<file path="src/rtl/uart_tx_cfg.sv">
// rtl/uart_tx_cfg.sv - parametrised UART transmitter with ready/active/done handshake
module uart_tx_cfg #(
    parameter int CLKS_PER_BIT = 217,
    parameter int DATA_BITS    = 8,
    parameter int PARITY_MODE  = 0,
    parameter int STOP_BITS    = 1
) (
    input  logic                 i_Clk,
    input  logic                 i_Rst,
    input  logic [DATA_BITS-1:0] i_Data_Byte,
    input  logic                 i_TX_DV,
    output logic                 o_TX_Serial,
    output logic                 o_TX_Ready,
    output logic                 o_TX_Active,
    output logic                 o_TX_Done
);

    localparam int CW = $clog2(CLKS_PER_BIT);
    localparam int IW = $clog2(DATA_BITS);
    localparam logic [CW-1:0] CNT_LAST = CW'(CLKS_PER_BIT - 1);
    localparam logic [IW-1:0] IDX_LAST = IW'(DATA_BITS - 1);
    localparam logic STOP_LAST  = (STOP_BITS == 2);
    // Mode 3 is treated as "no parity"
    localparam logic HAS_PARITY = (PARITY_MODE == 1) || (PARITY_MODE == 2);
    localparam logic ODD_PARITY = (PARITY_MODE == 1);

    if (CLKS_PER_BIT < 2) begin : g_bad_clks
        $error("uart_tx_cfg: CLKS_PER_BIT must be >= 2");
    end
    if (DATA_BITS < 5 || DATA_BITS > 9) begin : g_bad_data
        $error("uart_tx_cfg: DATA_BITS must be 5..9");
    end
    if (PARITY_MODE < 0 || PARITY_MODE > 3) begin : g_bad_parity
        $error("uart_tx_cfg: PARITY_MODE must be 0..3");
    end
    if (STOP_BITS != 1 && STOP_BITS != 2) begin : g_bad_stop
        $error("uart_tx_cfg: STOP_BITS must be 1 or 2");
    end

    typedef enum logic [2:0] {
        IDLE   = 3'd0,
        START  = 3'd1,
        DATA   = 3'd2,
        PARITY = 3'd3,
        STOP   = 3'd4
    } state_t;

    state_t                 state_q, state_d;
    logic [CW-1:0]          cnt_q, cnt_d;
    logic [IW-1:0]          idx_q, idx_d;
    logic                   stop_q, stop_d;
    logic [DATA_BITS-1:0]   data_q, data_d;
    logic                   par_q, par_d;
    logic                   done_q, done_d;
    logic                   line_q, line_d;

    // State and datapath registers; the line is registered from the next-state view
    always_ff @(posedge i_Clk) begin
        if (i_Rst) begin
            state_q <= IDLE;
            cnt_q   <= '0;
            idx_q   <= '0;
            stop_q  <= 1'b0;
            data_q  <= '0;
            par_q   <= 1'b0;
            done_q  <= 1'b0;
            line_q  <= 1'b1;
        end else begin
            state_q <= state_d;
            cnt_q   <= cnt_d;
            idx_q   <= idx_d;
            stop_q  <= stop_d;
            data_q  <= data_d;
            par_q   <= par_d;
            done_q  <= done_d;
            line_q  <= line_d;
        end
    end

    // Next-state logic, bit timing and the value the line will carry next cycle
    always_comb begin
        state_d = state_q;
        cnt_d   = cnt_q;
        idx_d   = idx_q;
        stop_d  = stop_q;
        data_d  = data_q;
        par_d   = par_q;
        done_d  = 1'b0;
        line_d  = 1'b1;

        case (state_q)
            IDLE: begin
                if (i_TX_DV) begin
                    data_d  = i_Data_Byte;
                    par_d   = ODD_PARITY ? ~^i_Data_Byte : ^i_Data_Byte;
                    cnt_d   = '0;
                    state_d = START;
                end
            end
            START: begin
                if (cnt_q == CNT_LAST) begin
                    cnt_d   = '0;
                    idx_d   = '0;
                    state_d = DATA;
                end else begin
                    cnt_d = cnt_q + 1'b1;
                end
            end
            DATA: begin
                if (cnt_q == CNT_LAST) begin
                    cnt_d = '0;
                    if (idx_q == IDX_LAST) begin
                        stop_d  = 1'b0;
                        state_d = HAS_PARITY ? PARITY : STOP;
                    end else begin
                        idx_d = idx_q + 1'b1;
                    end
                end else begin
                    cnt_d = cnt_q + 1'b1;
                end
            end
            PARITY: begin
                if (cnt_q == CNT_LAST) begin
                    cnt_d   = '0;
                    stop_d  = 1'b0;
                    state_d = STOP;
                end else begin
                    cnt_d = cnt_q + 1'b1;
                end
            end
            STOP: begin
                if (cnt_q == CNT_LAST) begin
                    cnt_d = '0;
                    if (stop_q == STOP_LAST) begin
                        done_d  = 1'b1;
                        state_d = IDLE;
                    end else begin
                        stop_d = 1'b1;
                    end
                end else begin
                    cnt_d = cnt_q + 1'b1;
                end
            end
            default: begin
                state_d = IDLE;
                cnt_d   = '0;
            end
        endcase

        case (state_d)
            START:   line_d = 1'b0;
            DATA:    line_d = data_d[idx_d];
            PARITY:  line_d = par_d;
            default: line_d = 1'b1;
        endcase
    end

    assign o_TX_Serial = line_q;
    assign o_TX_Ready  = (state_q == IDLE);
    assign o_TX_Active = (state_q != IDLE);
    assign o_TX_Done   = done_q;

endmodule
</file>
<file path="config.mk">
export PLATFORM = sky130hd
export DESIGN_NAME = uart_tx_cfg
export DESIGN_NICKNAME = d
export VERILOG_FILES = /design/src/rtl/uart_tx_cfg.sv
export SDC_FILE = /design/constraint.sdc
export NUM_CORES = 1
export LEC_CHECK = 0
export CAP_MARGIN = 15
export CORE_MARGIN = 2
export CORE_UTILIZATION = 31
export CTS_CLUSTER_SIZE = 40
export DETAILED_ROUTE_END_ITERATION = 6
export DONT_BUFFER_PORTS = 1
export SYNTH_ARGS = -nofsm -noshare
export SYNTH_HDL_FRONTEND = slang
export SYNTH_SLANG_ARGS = --single-unit
</file>
<file path="constraint.sdc">
create_clock -name i_Clk -period 3.4 [get_ports i_Clk]
set_clock_uncertainty 0.15 [all_clocks]
set_input_delay 0.34 -clock i_Clk [delete_from_list [all_inputs] [get_ports i_Clk]]
set_output_delay 0.34 -clock i_Clk [all_outputs]
set_load 0.03 [all_outputs]
</file>
Yosys cells after proc, flatten, opt, wreduce, memory -nomap -nowiden
Cells that the tools add are included.
{ "word_totals": {"out_inout_bits": 4, "ff_bits": 26, "elab_cells": 63, "in_bits": 11} }
{ "op_classes": {"n_bitwise": 2, "reduce_logical": 7, "n_mux": 29, "n_addsub": 2, "n_lt_le_gt_ge": 1, "eq_ne": 14} }
{ "op_table": {"columns": ["op", "count"], "rows": [
  ["$mux W8", 4],
  ["$mux W3", 10],
  ["$pmux W8 S2", 1],
  ["$pmux W3 S5", 1],
  ["$eq A3 B2 Y1 const B", 4],
  ["$ne A2 B2 Y1 const B", 5],
  ["$mux W1", 9],
  ["$add A8 B1 Y8 const B", 1],
  ["$eq A8 B8 Y1 const B", 1],
  ["$reduce_xor A8 Y1", 1],
  ["$eq A3 B1 Y1 const B", 2],
  ["$eq A3 B3 Y1 const B", 2],
  ["$pmux W1 S3", 2],
  ["$pmux W3 S2", 1],
  ["$reduce_bool A3 Y1", 2],
  ["$reduce_and A5 Y1", 1],
  ["$lt A3 B4 Y1 const B", 1],
  ["$reduce_or A4 Y1", 1],
  ["$add A3 B1 Y3 const B", 1],
  ["$bmux W1 S3", 1],
  ["$logic_not A3 Y1", 1],
  ["$reduce_or A3 Y1", 1],
  ["$not A1 Y1", 2]
]} }

Longest topological paths before layout
Gate-level depths: netlist (run 1).
{ "depth": {"ltp_word": 7, "mapped_depth": 9, "depth_no_buf": 8} }

Worst setup path after synthesis (run 1)
Ideal clock, no wire load.
{ "synth_timing": {"kind": "register to register", "startpoint": "register state_q[0]", "endpoint": "register line_q, in the netlist o_TX_Serial", "arrival_time_ps": 2150, "period_less_slack_ps": 2428, "setup_slack_ps": 972, "path_buffers": 2, "t_required_ps": 3121, "setup_ps": 129, "stages_incl_launch_ff": 8, "cell_sequence": "dfxtp_1 > buf_2 > nor3_1 > and2_0 > buf_2 > a211oi_1 > a31oi_1 > o211ai_1"} }
{ "synth_between": {"elab_chain_len": 5, "elab_cells_between_ends": 22, "cone_classes": "7 x eq/ne; 14 x mux; 1 x reduce/logical"} }
{ "synth_lines": {"columns": ["item", "line_no", "source"], "rows": [
  ["start: declaration", "48", "state_t state_q, state_d;"],
  ["start signal: assignment", "69", "state_q <= state_d;"],
  ["$logic_not A3 Y1 (*)", null, null],
  ["named net o_TX_Ready", "13", "output logic o_TX_Ready,"],
  ["$mux W8", "91", "case (state_q)"],
  ["$bmux W1 S3", "152", "DATA: line_d = data_d[idx_d];"],
  ["$mux W1 (not written as such)", "152", null],
  ["$pmux W1 S3 (*)", "150", "case (state_d)"],
  ["end signal: assignment", "76", "line_q <= line_d;"],
  ["end: declaration", "55", "logic line_q, line_d;"]
]} }
The timed path passes the listed nets; every way through them passes the cells marked *. The select of a mux whose other input is x is not followed.
A chain may end at the register's enable or synchronous reset.

Worst setup path in the final report (run 1)
{ "layout_timing": {"startpoint": "register cnt_q[0]", "endpoint": "register line_q, in the netlist o_TX_Serial"} }
{ "layout_between": {"elab_chain_len": 6, "elab_cells_between_ends": 15, "cone_classes": "4 x eq/ne; 11 x mux"} }
{ "layout_lines": {"columns": ["item", "line_no", "source"], "rows": [
  ["start: declaration", "49", "logic [CW-1:0] cnt_q, cnt_d;"],
  ["start signal: assignment", "70", "cnt_q <= cnt_d;"],
  ["$eq A8 B8 Y1 (*)", null, null],
  ["$mux W3 (on tied branches)", "110, 101", null],
  ["$pmux W3 S2", "91", null],
  ["$bmux W1 S3", "152", null],
  ["$mux W1 (not written as such)", "152", null],
  ["$pmux W1 S3 (*)", "150", null]
]} }
Mark *: on every way between the ends. The rest lies on a longest branch, timed or not. The select of a mux whose other input is x is not followed.

==> results of run 1 <==
flip-flops by register name, summed over array words and instances (netlist names):
name         flops
par_q            1
cnt_q            8
o_TX_Serial      1
data_q           8
idx_q            3
state_q          3
o_TX_Done        1
power groups by stage:
| stage | logic [mW] | registers, mW | clock network, mW |
|---|---|---|---|
| after floorplan | 0.0701 | 0.319 | 0 |
| after global placement | 0.0771 | 0.323 | 0 |
| after detailed placement | 0.0775 | 0.323 | 0 |
| after CTS | 0.0817 | 0.316 | 0.191 |
| after global routing | 0.0928 | 0.318 | 0.202 |
| final | 0.0813 | 0.316 | 0.183 |
cells by family after synthesis:
logic type	count (synthesis)	synth area share, %
AO/OA/AOI/OAI	37	18.95
XOR/XNOR	14	8.757
adder cells (fa/ha/maj)	3	2.681
flip-flops	25	35.75
buffers and inverters	16	5.540
multiplexers	2	1.519
AND/OR/NAND/NOR	68	26.81
per-layer routing:
layer | vias up | wire [microns] | GRT usage, %
li1 | 578 | - | -
met1 | 547 | 1373 | 16.49
met2 | 27 | 1334 | 19.34
met3 | 5 | 144 | 2.422
met4 | 0 | 33 | 5.451
met5 | - | 0 | 0
synth_stat cells, drive strengths merged (2+ instances only):
library cell,instances,area [sq um]
and3,3,20.02
o31ai,4,43.79
nor4,2,12.51
nor2,17,63.81
xnor2,10,87.58
a21o,3,22.52
xor2,4,35.03
ha,3,37.54
o21ai,2,10.01
or2,2,12.51
nand3,4,20.02
clkbuf,4,15.01
dfxtp,25,500.5
a211oi,4,30.03
nand2,23,86.33
nand4,5,31.28
buf,5,36.28
a21oi,11,55.05
nor2b,2,12.51
inv,7,26.28
o211ai,2,15.01
a31oi,3,18.77
a21boi,2,15.01
stage by stage:
stage / setup WS (ns) / hold WS [ns] / util (%)
after floorplan: 0.9716 / 0.2829 / -
after global routing: 0.8109 / 0.03568 / 33.99
after detailed placement: 1.023 / 0.2630 / 32.64
after global placement: 1.037 / 0.2610 / 32.64
final: 1.017 / 0.03704 / 33.99
after CTS: 1.006 / 0.03255 / 33.99
layout make-up:
type                       count  share of cell area [%]
clock buffer                   3                   2.790
tap                           52                   4.396
clock inverter                 1                  0.5072
multi-input combinational    124                   55.54
sequential                    25                   33.81
inverter                       7                   1.775
timing repair buffer           2                   1.183
worst max path at each step:
stage	to	slack [ns]	cells past startpoint
4_1_cts	o_TX_Serial	1.01	8
6_report	o_TX_Serial	1.02	8
3_3_place_gp	o_TX_Serial	1.04	8
5_1_grt	o_TX_Serial	0.81	7
3_5_place_dp	o_TX_Serial	1.02	8
2_1_floorplan	o_TX_Serial	0.97	7
worst max-delay path, stage by stage (launching register included):
cell and delay (ns):
dfxtp_1 0.39, inv_1 0.06, ha_1 0.23, and4b_2 0.28, a41o_1 0.25, a22oi_1 0.33, nor2b_1 0.09, a2111o_1 0.37
o211ai_1 0.16
what timing repair did:
action / in CTS / in global routing
hold buffers: 1 / 0
setup endpoints to repair: 0 / 0
hold endpoints to repair: 16 / 0
==> results.json, run 1 <==
{
  "status": "finished clean",
  "async_reset_ff_share_pct": 0,
  "clockPowerShare_pct": 31.6,
  "cts.sinks": 25,
  "n_fill_cell": 453,
  "dpl_cell_area_sq_mm": 0.001421,
  "slew_headroom_pct": 50.38,
  "synth_flop_cell": "dfxtp_1",
  "synth_seq_cells": 25,
  "drc": 0,
  "drv_cap": 0,
  "drt_iter0_drc": 114,
  "start_util_pct": 32.16,
  "p_total_mw": 0.5803,
  "power_frac_comb_pct": 14.0,
  "r2r_cells": 8,
  "fp-row-count": 24,
  "worst_pin_slew_ns": 0.7439,
  "layout-area-overhead-vs-synth_pct": 5.719,
  "seqCellArea_sq_um": 500.5,
  "ir_drop_mv": 0.1308,
  "r2r_start": "cnt_q[0]",
  "finalSetupTns_ns": 0,
  "finalHoldViolCount": 0,
  "hold_path_startpoint": "i_Data_Byte[4]",
  "num_antenna_cells": 0,
  "grt_pass1_vias": 1128,
  "startpoint_type": "flop",
  "portBuffers": 0,
  "grt_start_max_net_pins": 17,
  "htree_levels": 1,
  "syn_area_per_cell_sq_um": 8.485,
  "dieArea_sq_mm": 0.005070,
  "synth-edff-count": 0,
  "instances_no_fill": 214,
  "hold-path-endpoint": "data_q[4]",
  "p_switching_mw": 0.1596,
  "final_max_slew_viol_count": 0,
  "fin_nets": 177,
  "fin_crit_ns": 2.383,
  "synth_nets": 179,
  "netlist_area_sq_mm": 0.001400,
  "grt_pass1_wl_mm": 5.126,
  "worstPathRequired_ns": 3.46,
  "cts_buffer_depth": 2,
  "cts_setup_buffers": 0,
  "worst-r2r-setup-slack_ns": 1.02,
  "cp_max_fo": 4,
  "design_area_sq_mm": 0.001480,
  "final_common_cell": "dfxtp_1",
  "ys_types": 45,
  "via_per_inst": 5.407,
  "die_w_microns": 71.21,
  "synth_cells": 165,
  "worst_r2r_endpoint": "o_TX_Serial",
  "dp.cells": 209,
  "fmax_mhz": 419.6,
  "drt-wirelength-per-cell_microns": 13.49,
  "cts_tree": "built",
  "power.internal_mw": 0.4208,
  "min_path_type": "primary input to flop",
  "routed_wirelength_mm": 2.886,
  "multi_input_area_sq_um": 822.0,
  "via_count": 1157,
  "arrival_ns": 2.44,
  "power_density_mw_per_mm2": 392.1,
  "cts.clk_slew.worst_paths_ns": 0.09,
  "cts_buffers": 3,
  "gp_congestion": 0.8275,
  "overflow": 0,
  "fin_crit_sh_pct": 70.09,
  "pwr-share-seq_pct": 54.4,
  "track_usage_pct": 12.37,
  "hpwl_mm": 2.036,
  "drive_gt1_share_pct": 8.025,
  "crit_type": "flop to flop",
  "swShare_pct": 27.50,
  "yosysSeqAreaShare_pct": 35.75,
  "leakage_nw": 0.5207,
  "ys_warn_count": 0,
  "finalSetupViolCount": 0,
  "postCtsResizedCells": 0,
  "crit_path_end_kind": "flop",
  "io_pins": 15,
  "core_area_sq_mm": 0.004354,
  "holdPathStages": 2,
  "clock-root-buffer": "clkbuf_8",
  "layout_common_cells": "dfxtp_1 (25), nand2_1 (23), nor2_1 (17)",
  "worstSkewPairLatency_ns": 0.27,
  "crit_start": "cnt_q[0]",
  "die_h_microns": 71.21,
  "grt_antenna_before_repair": 0,
  "antenna_left": 0,
  "dr.pass1.iters": 4,
  "rsz0062_at_grt": "false"
}
(Power assumes the default switching activity.)
==> run 2, diff against run 1 <==
clock period = 1.9 ns   (was 3.4 ns; I/O delays follow)
==> run 2 against run 1 <==
The run now ends with setup timing left. Setup slack lost 1.2 ns. Combinational power rose to 2.7 times the previous value. First-iteration DRC count down 61%. Routed wire length rose by 20%. Via count up 14%. Core utilization grew 11 points. Global-route usage rose by 2.3 points. Largest cell class unchanged. Highest routed layer unchanged.
==> results.json, run 2 (same netlist as run 1, synthesis figures left out) <==
{
  "fin_nets": 221,
  "via_count": 1321,
  "startpoint_type": "flop",
  "layout-area-overhead-vs-synth_pct": 39.95,
  "place_ws_ns": -0.2326,
  "via_per_inst": 5.120,
  "cts_tree": "built",
  "cts.clk_slew.worst_paths_ns": 0.09,
  "routed_wirelength_mm": 3.461,
  "pwr-share-seq_pct": 51.1,
  "cp_max_fo": 4,
  "fmax_mhz": 482.3,
  "portBuffers": 0,
  "multi_input_area_sq_um": 929.6,
  "power_density_mw_per_mm2": 560.9,
  "status": "complete, but fails checks",
  "violations": "setup timing",
  "worst_r2r_endpoint": "o_TX_Serial",
  "ir_drop_mv": 0.2146,
  "finalSetupTns_ns": -0.5667,
  "fin_crit_ns": 2.073,
  "rsz0062_at_grt": "true",
  "instances_no_fill": 258,
  "die_h_microns": 71.21,
  "seqCellArea_sq_um": 505.5,
  "fp-row-count": 24,
  "worstSkewPairLatency_ns": 0.27,
  "layout_common_cells": "buf_4 (32), nand2_1 (23), dfxtp_1 (21)",
  "core_area_sq_mm": 0.004354,
  "grt_antenna_before_repair": 0,
  "grt_pass1_wl_mm": 5.927,
  "track_usage_pct": 14.69,
  "dieArea_sq_mm": 0.005070,
  "start_util_pct": 32.16,
  "cts.sinks": 25,
  "drt_iter0_drc": 44,
  "worst_pin_slew_ns": 0.6575,
  "die_w_microns": 71.21,
  "finalHoldViolCount": 0,
  "antenna_left": 0,
  "drv_cap": 0,
  "gp_congestion": 0.8026,
  "overflow": 0,
  "drc": 0,
  "htree_levels": 1,
  "fin_crit_sh_pct": 109.1,
  "power.internal_mw": 0.7997,
  "arrival_ns": 2.13,
  "crit_path_end_kind": "flop",
  "swShare_pct": 27.24,
  "hpwl_mm": 2.480,
  "crit_start": "cnt_q[1]",
  "cts_buffer_depth": 2,
  "final_max_slew_viol_count": 0,
  "final_common_cell": "buf_4",
  "cts_buffers": 3,
  "crit_type": "flop to flop",
  "slew_headroom_pct": 56.02,
  "leakage_nw": 0.7653,
  "setup_slack_ns": -0.1732,
  "worstPathRequired_ns": 1.95,
  "p_switching_mw": 0.2994,
  "min_path_type": "primary input to flop",
  "grt_pass1_vias": 1283,
  "clock-root-buffer": "clkbuf_8",
  "grt_start_max_net_pins": 17,
  "dr.pass1.iters": 4,
  "r2r_cells": 8,
  "num_antenna_cells": 0,
  "worst-r2r-setup-slack_ns": -0.17,
  "largestRegisters": "cnt_q (8), data_q (8)",
  "n_fill_cell": 424,
  "io_pins": 15,
  "finalSetupViolCount": 9,
  "power_frac_comb_pct": 19.8,
  "clockPowerShare_pct": 29.1,
  "dp.cells": 242,
  "crit_end": "o_TX_Serial",
  "drt-wirelength-per-cell_microns": 13.41,
  "r2r_start": "cnt_q[1]",
  "drive_gt1_share_pct": 34.95
}
-- run 2: cell count changes in the layout (fill, tap and decap cells not counted), moves of 2 or more --
cell	delta
a21oi_1	-2
a21oi_2	+2
buf_4	+31
buf_6	+5
dfxtp_1	-4
dfxtp_2	+4
dlygate4sd3_1	+8
ha_1	-2
inv_1	-2
inv_2	+2
o31ai_1	-3
o31ai_2	+3
-- run 2: layer usage --
layer	GRT usage (%)	wire, microns	vias up	part of all wire (%)
met5	0	0	-	0
met4	7.128	82	0	2.4
met3	3.276	116	7	3.4
met2	23.05	1693	21	49
met1	18.99	1568	624	45
li1	-	-	669	-
-- run 2: how the worst min path moves through the flow --
stage / startpoint / endpoint / slack (ns) / cells past startpoint
after CTS: i_Rst / cnt_q[0] / 0.03 / 2
after global routing: i_Rst / cnt_q[5] / 0.03 / 2
after global placement: i_Rst / data_q[6] / 0.11 / 1
final: i_Rst / cnt_q[0] / 0.02 / 2
after detailed placement: i_Rst / data_q[0] / 0.11 / 1
after floorplan: i_Data_Byte[6] / data_q[6] / 0.18 / 2
-- run 2: critical path, stage by stage, from the launching register on --
cell and delay, ns:
dfxtp_2 0.34, inv_2 0.05, ha_4 0.16, and4b_2 0.27, a41o_1 0.21, a22oi_2 0.21, nor2b_1 0.07, a2111o_1 0.41
o211ai_1 0.15
-- run 2: layout make-up --
type                    count  share of cell area [%]
clock inverters             1                  0.2554
repair buffers             46                   19.73
inverters                   7                   1.341
multi-input cells         124                   47.45
flip-flops and latches     25                   25.80
well taps                  52                   3.321
clock buffers               3                   2.107
-- run 2: through the flow --
step | total power, mW | instance area [sq um] | utilization [%] | hold slack [ns]
CTS | 1.103 | 1881 | 43.19 | 0.03024
floorplan | 0.7059 | 1454 | - | 0.1760
finish | 1.099 | 1959 | 45.00 | 0.01801
detailed placement | 0.7621 | 1723 | 39.57 | 0.1139
global placement | 0.7597 | 1723 | 39.57 | 0.1117
global route | 1.162 | 1959 | 45.00 | 0.02842
-- run 2: power groups by stage --
stage               Sequential (mW)  Combinational (mW)  Clock [mW]
detailed placement            0.575               0.187           0
global route                  0.565               0.242       0.356
CTS                           0.562               0.210       0.330
global placement              0.574               0.186           0
finish                        0.562               0.217       0.320
floorplan                     0.571               0.134           0
-- run 2: what timing repair did --
item	4_1_cts	5_1_grt
hold buffers	9	0
buffers inserted	1	2
pin swaps	3	13
gates resized for setup	5	17
endpoints found under the setup margin	9	13
endpoints found under the hold margin	16	0
==> run 3, diff against run 2 <==
ABC_AREA = 1   (was default)
CORE_MARGIN = default   (was 2)
==> run 3 against run 2 <==
First-iteration DRC count is 130% higher. Total power is 1.3% lower. Count of clock-buffer cells in the layout stayed put. Synthesized area is 1.6% higher. The flow now finishes without violations. Combinational power is 7% lower. Routed wire length is 15% lower. Largest cell class unchanged. Highest routed layer unchanged. Non-clock buffer count is 26 lower. Clock power hardly changed. Hold slack better by 0.014 ns. Sequential cell count stayed put. Fmax is 14% higher.
==> results.json, run 3 <==
{
  "cts.sinks": 25,
  "worst_pin_slew_ns": 0.6054,
  "via_per_inst": 4.762,
  "worst_r2r_endpoint": "o_TX_Serial",
  "startpoint_type": "flop",
  "rsz0062_at_grt": "true",
  "final_common_cell": "nand2_1",
  "dr.pass1.iters": 4,
  "overflow": 0,
  "num_antenna_cells": 0,
  "fmax_mhz": 551.2,
  "min_path_type": "primary input to flop",
  "wl_met2_mm": 1.260,
  "cts_tree": "built",
  "cp_slowest_cell": "dfxtp_1",
  "antenna_left": 0,
  "power_density_mw_per_mm2": 625.0,
  "via_count": 1319,
  "cts.clk_slew.worst_paths_ns": 0.09,
  "synth_flop_cell": "dfxtp_1",
  "gp_congestion": 0.8144,
  "synth_commonest_cells": "nand2_1 (41), inv_1 (27), dfxtp_1 (25)",
  "critical-path-max-stage-delay_ns": 0.34,
  "core_area_sq_mm": 0.004384,
  "drt-wirelength-per-cell_microns": 10.65,
  "drive_gt1_share_pct": 21.78,
  "worst-r2r-setup-slack_ns": 0.09,
  "leakage_nw": 0.7411,
  "yosysMostFrequentCell": "nand2_1",
  "syn_area_per_cell_sq_um": 6.940,
  "cts_buffer_depth": 2,
  "cp_max_fo": 5,
  "cts_buffers": 3,
  "worstSkewPairLatency_ns": 0.28,
  "ys_types": 34,
  "synth_top_cell_area_share_pct": 35.18,
  "cpMostUsedCell": "nand2_1",
  "io_pins": 15,
  "fin_crit_sh_pct": 95.49,
  "grt_pass1_wl_mm": 4.912,
  "fin_nets": 240,
  "finalSetupViolCount": 0,
  "multi_input_area_sq_um": 839.6,
  "final_max_slew_viol_count": 0,
  "status": "finished clean",
  "clock-root-buffer": "clkbuf_8",
  "netlist_area_sq_mm": 0.001423,
  "yosys.area.top_type": "dfxtp_1",
  "r2r_cells": 13,
  "seqCellArea_sq_um": 503.0,
  "crit_path_end_kind": "flop",
  "track_usage_pct": 12.53,
  "crit_type": "flop to flop",
  "n_fill_cell": 431,
  "dr.max_layer_used": "met4",
  "die_h_microns": 69.74,
  "crit_family": "simple AND/OR/NAND/NOR gates",
  "routed_wirelength_mm": 2.950,
  "yosysSeqAreaShare_pct": 35.18,
  "synth_cells": 205,
  "drc": 0,
  "fp-row-count": 24,
  "r2r_start": "idx_q[1]",
  "layout-area-overhead-vs-synth_pct": 22.08,
  "synth_seq_cells": 25,
  "setup_slack_ns": 0.08562,
  "critPathBufInv": 1,
  "drv_cap": 0,
  "largestRegisters": "cnt_q (8), data_q (8)",
  "hpwl_mm": 2.153,
  "hold_path_startpoint": "i_Data_Byte[5]",
  "async_reset_ff_share_pct": 0,
  "grt_pass1_vias": 1117,
  "synth_nets": 219,
  "ir_drop_mv": 0.2817,
  "slew_headroom_pct": 59.51,
  "htree_levels": 1,
  "holdPathStages": 4,
  "wl_met3_microns": 146,
  "drt_iter0_drc": 101,
  "synth-edff-count": 0,
  "ys_warn_count": 0,
  "worstPathCellList": "ha_1 -> nand2_2 -> inv_1 -> o21ai_2 -> nand3_4 -> nand2_4 -> nand2_2 -> nand3_1 -> nand2_1 -> nand2_1 -> nand3_1 -> nand2_1 -> nand2_1",
  "met1Wirelength_mm": 1.494,
  "dieArea_sq_mm": 0.004864,
  "grt_antenna_before_repair": 0,
  "fin_crit_ns": 1.814,
  "place_ws_ns": 0.02318,
  "worstPathRequired_ns": 1.93,
  "finalHoldViolCount": 0,
  "portBuffers": 0,
  "grt_start_max_net_pins": 18,
  "start_util_pct": 32.45,
  "design_area_sq_mm": 0.001737,
  "dpl_cell_area_sq_mm": 0.001524,
  "arrival_ns": 1.85,
  "die_w_microns": 69.74,
  "hold-path-endpoint": "data_q[5]",
  "synthTopCellsByArea": "dfxtp_1 (35%), nand2_1 (11%), inv_1 (7.1%), nand3_1 (6.7%), nor2_1 (6.1%)",
  "fin_util_pct": 39.61,
  "layout_common_cells": "nand2_1 (33), inv_1 (24), nor2_1 (23), dfxtp_1 (23), nand3_1 (17)"
}
==> run 3: area by class of cell <==
type                       instances  area share (%)
clock buffer                       3           2.378
clock inverter                     1          0.2882
inverter                          30           6.484
multi-input combinational        146           48.34
sequential                        25           28.96
tap                               52           3.746
timing repair buffer              20           9.798
==> run 3: worst max path at each step <==
stage             start     endpoint  cells past startpoint
2_1_floorplan  cnt_q[0]  o_TX_Serial                     16
3_3_place_gp   cnt_q[0]  o_TX_Serial                     16
3_5_place_dp   cnt_q[0]  o_TX_Serial                     15
4_1_cts        cnt_q[0]  o_TX_Serial                     15
5_1_grt        idx_q[1]  o_TX_Serial                     13
6_report       idx_q[1]  o_TX_Serial                     13
==> run 3: cells by family after synthesis <==
| logic type | after synthesis | synth area share (%) |
|---|---|---|
| DFF | 25 | 35.18 |
| adders and majority gates | 3 | 2.639 |
| AOI/OAI and AO/OA | 26 | 10.12 |
| and+or+nand+nor | 108 | 36.94 |
| xor gates and xnor gates | 9 | 5.541 |
| buffers and inverters | 34 | 9.587 |
==> run 3: repair_timing <==
action | in CTS | in global routing
endpoints found under the setup margin | 0 | 7
hold buffers | 8 | 0
gates resized for setup | 0 | 23
buffers inserted | 0 | 4
endpoints found under the hold margin | 19 | 0
==> run 3: worst register-to-register path, cell delays in order, from the launching register on <==
cell and delay, ns:
dfxtp_1 0.34, ha_1 0.23, nand2_2 0.10, inv_1 0.07, o21ai_2 0.18, nand3_4 0.13, nand2_4 0.12, nand2_2 0.05
nand3_1 0.08, nand2_1 0.05, nand2_1 0.05, nand3_1 0.07, nand2_1 0.06, nand2_1 0.04
==> run 3: through the flow <==
stage / power, mW / hold WS, ns / instances / TNS (ns)
final: 1.085 / 0.03202 / 277 / 0
after global routing: 1.140 / 0.08048 / 277 / -0.04909
after CTS: 1.084 / 0.04211 / 273 / 0
after detailed placement: 0.7395 / 0.1141 / 261 / 0
after global placement: 0.7407 / 0.1142 / 261 / 0
after floorplan: 0.7089 / 0.1837 / 205 / 0
==> run 3: layer usage <==
metal	track usage, %	up-vias
met2	18.77	31
met4	5.333	0
met5	0	-
met3	1.744	5
met1	17.91	589
li1	-	694
==> run 3: where the power goes <==
part | internal [mW] | total, mW | switching [mW]
logic | 0.0869 | 0.202 | 0.116
registers | 0.548 | 0.560 | 0.0119
clock network | 0.147 | 0.323 | 0.176
total | 0.782 | 1.09 | 0.303
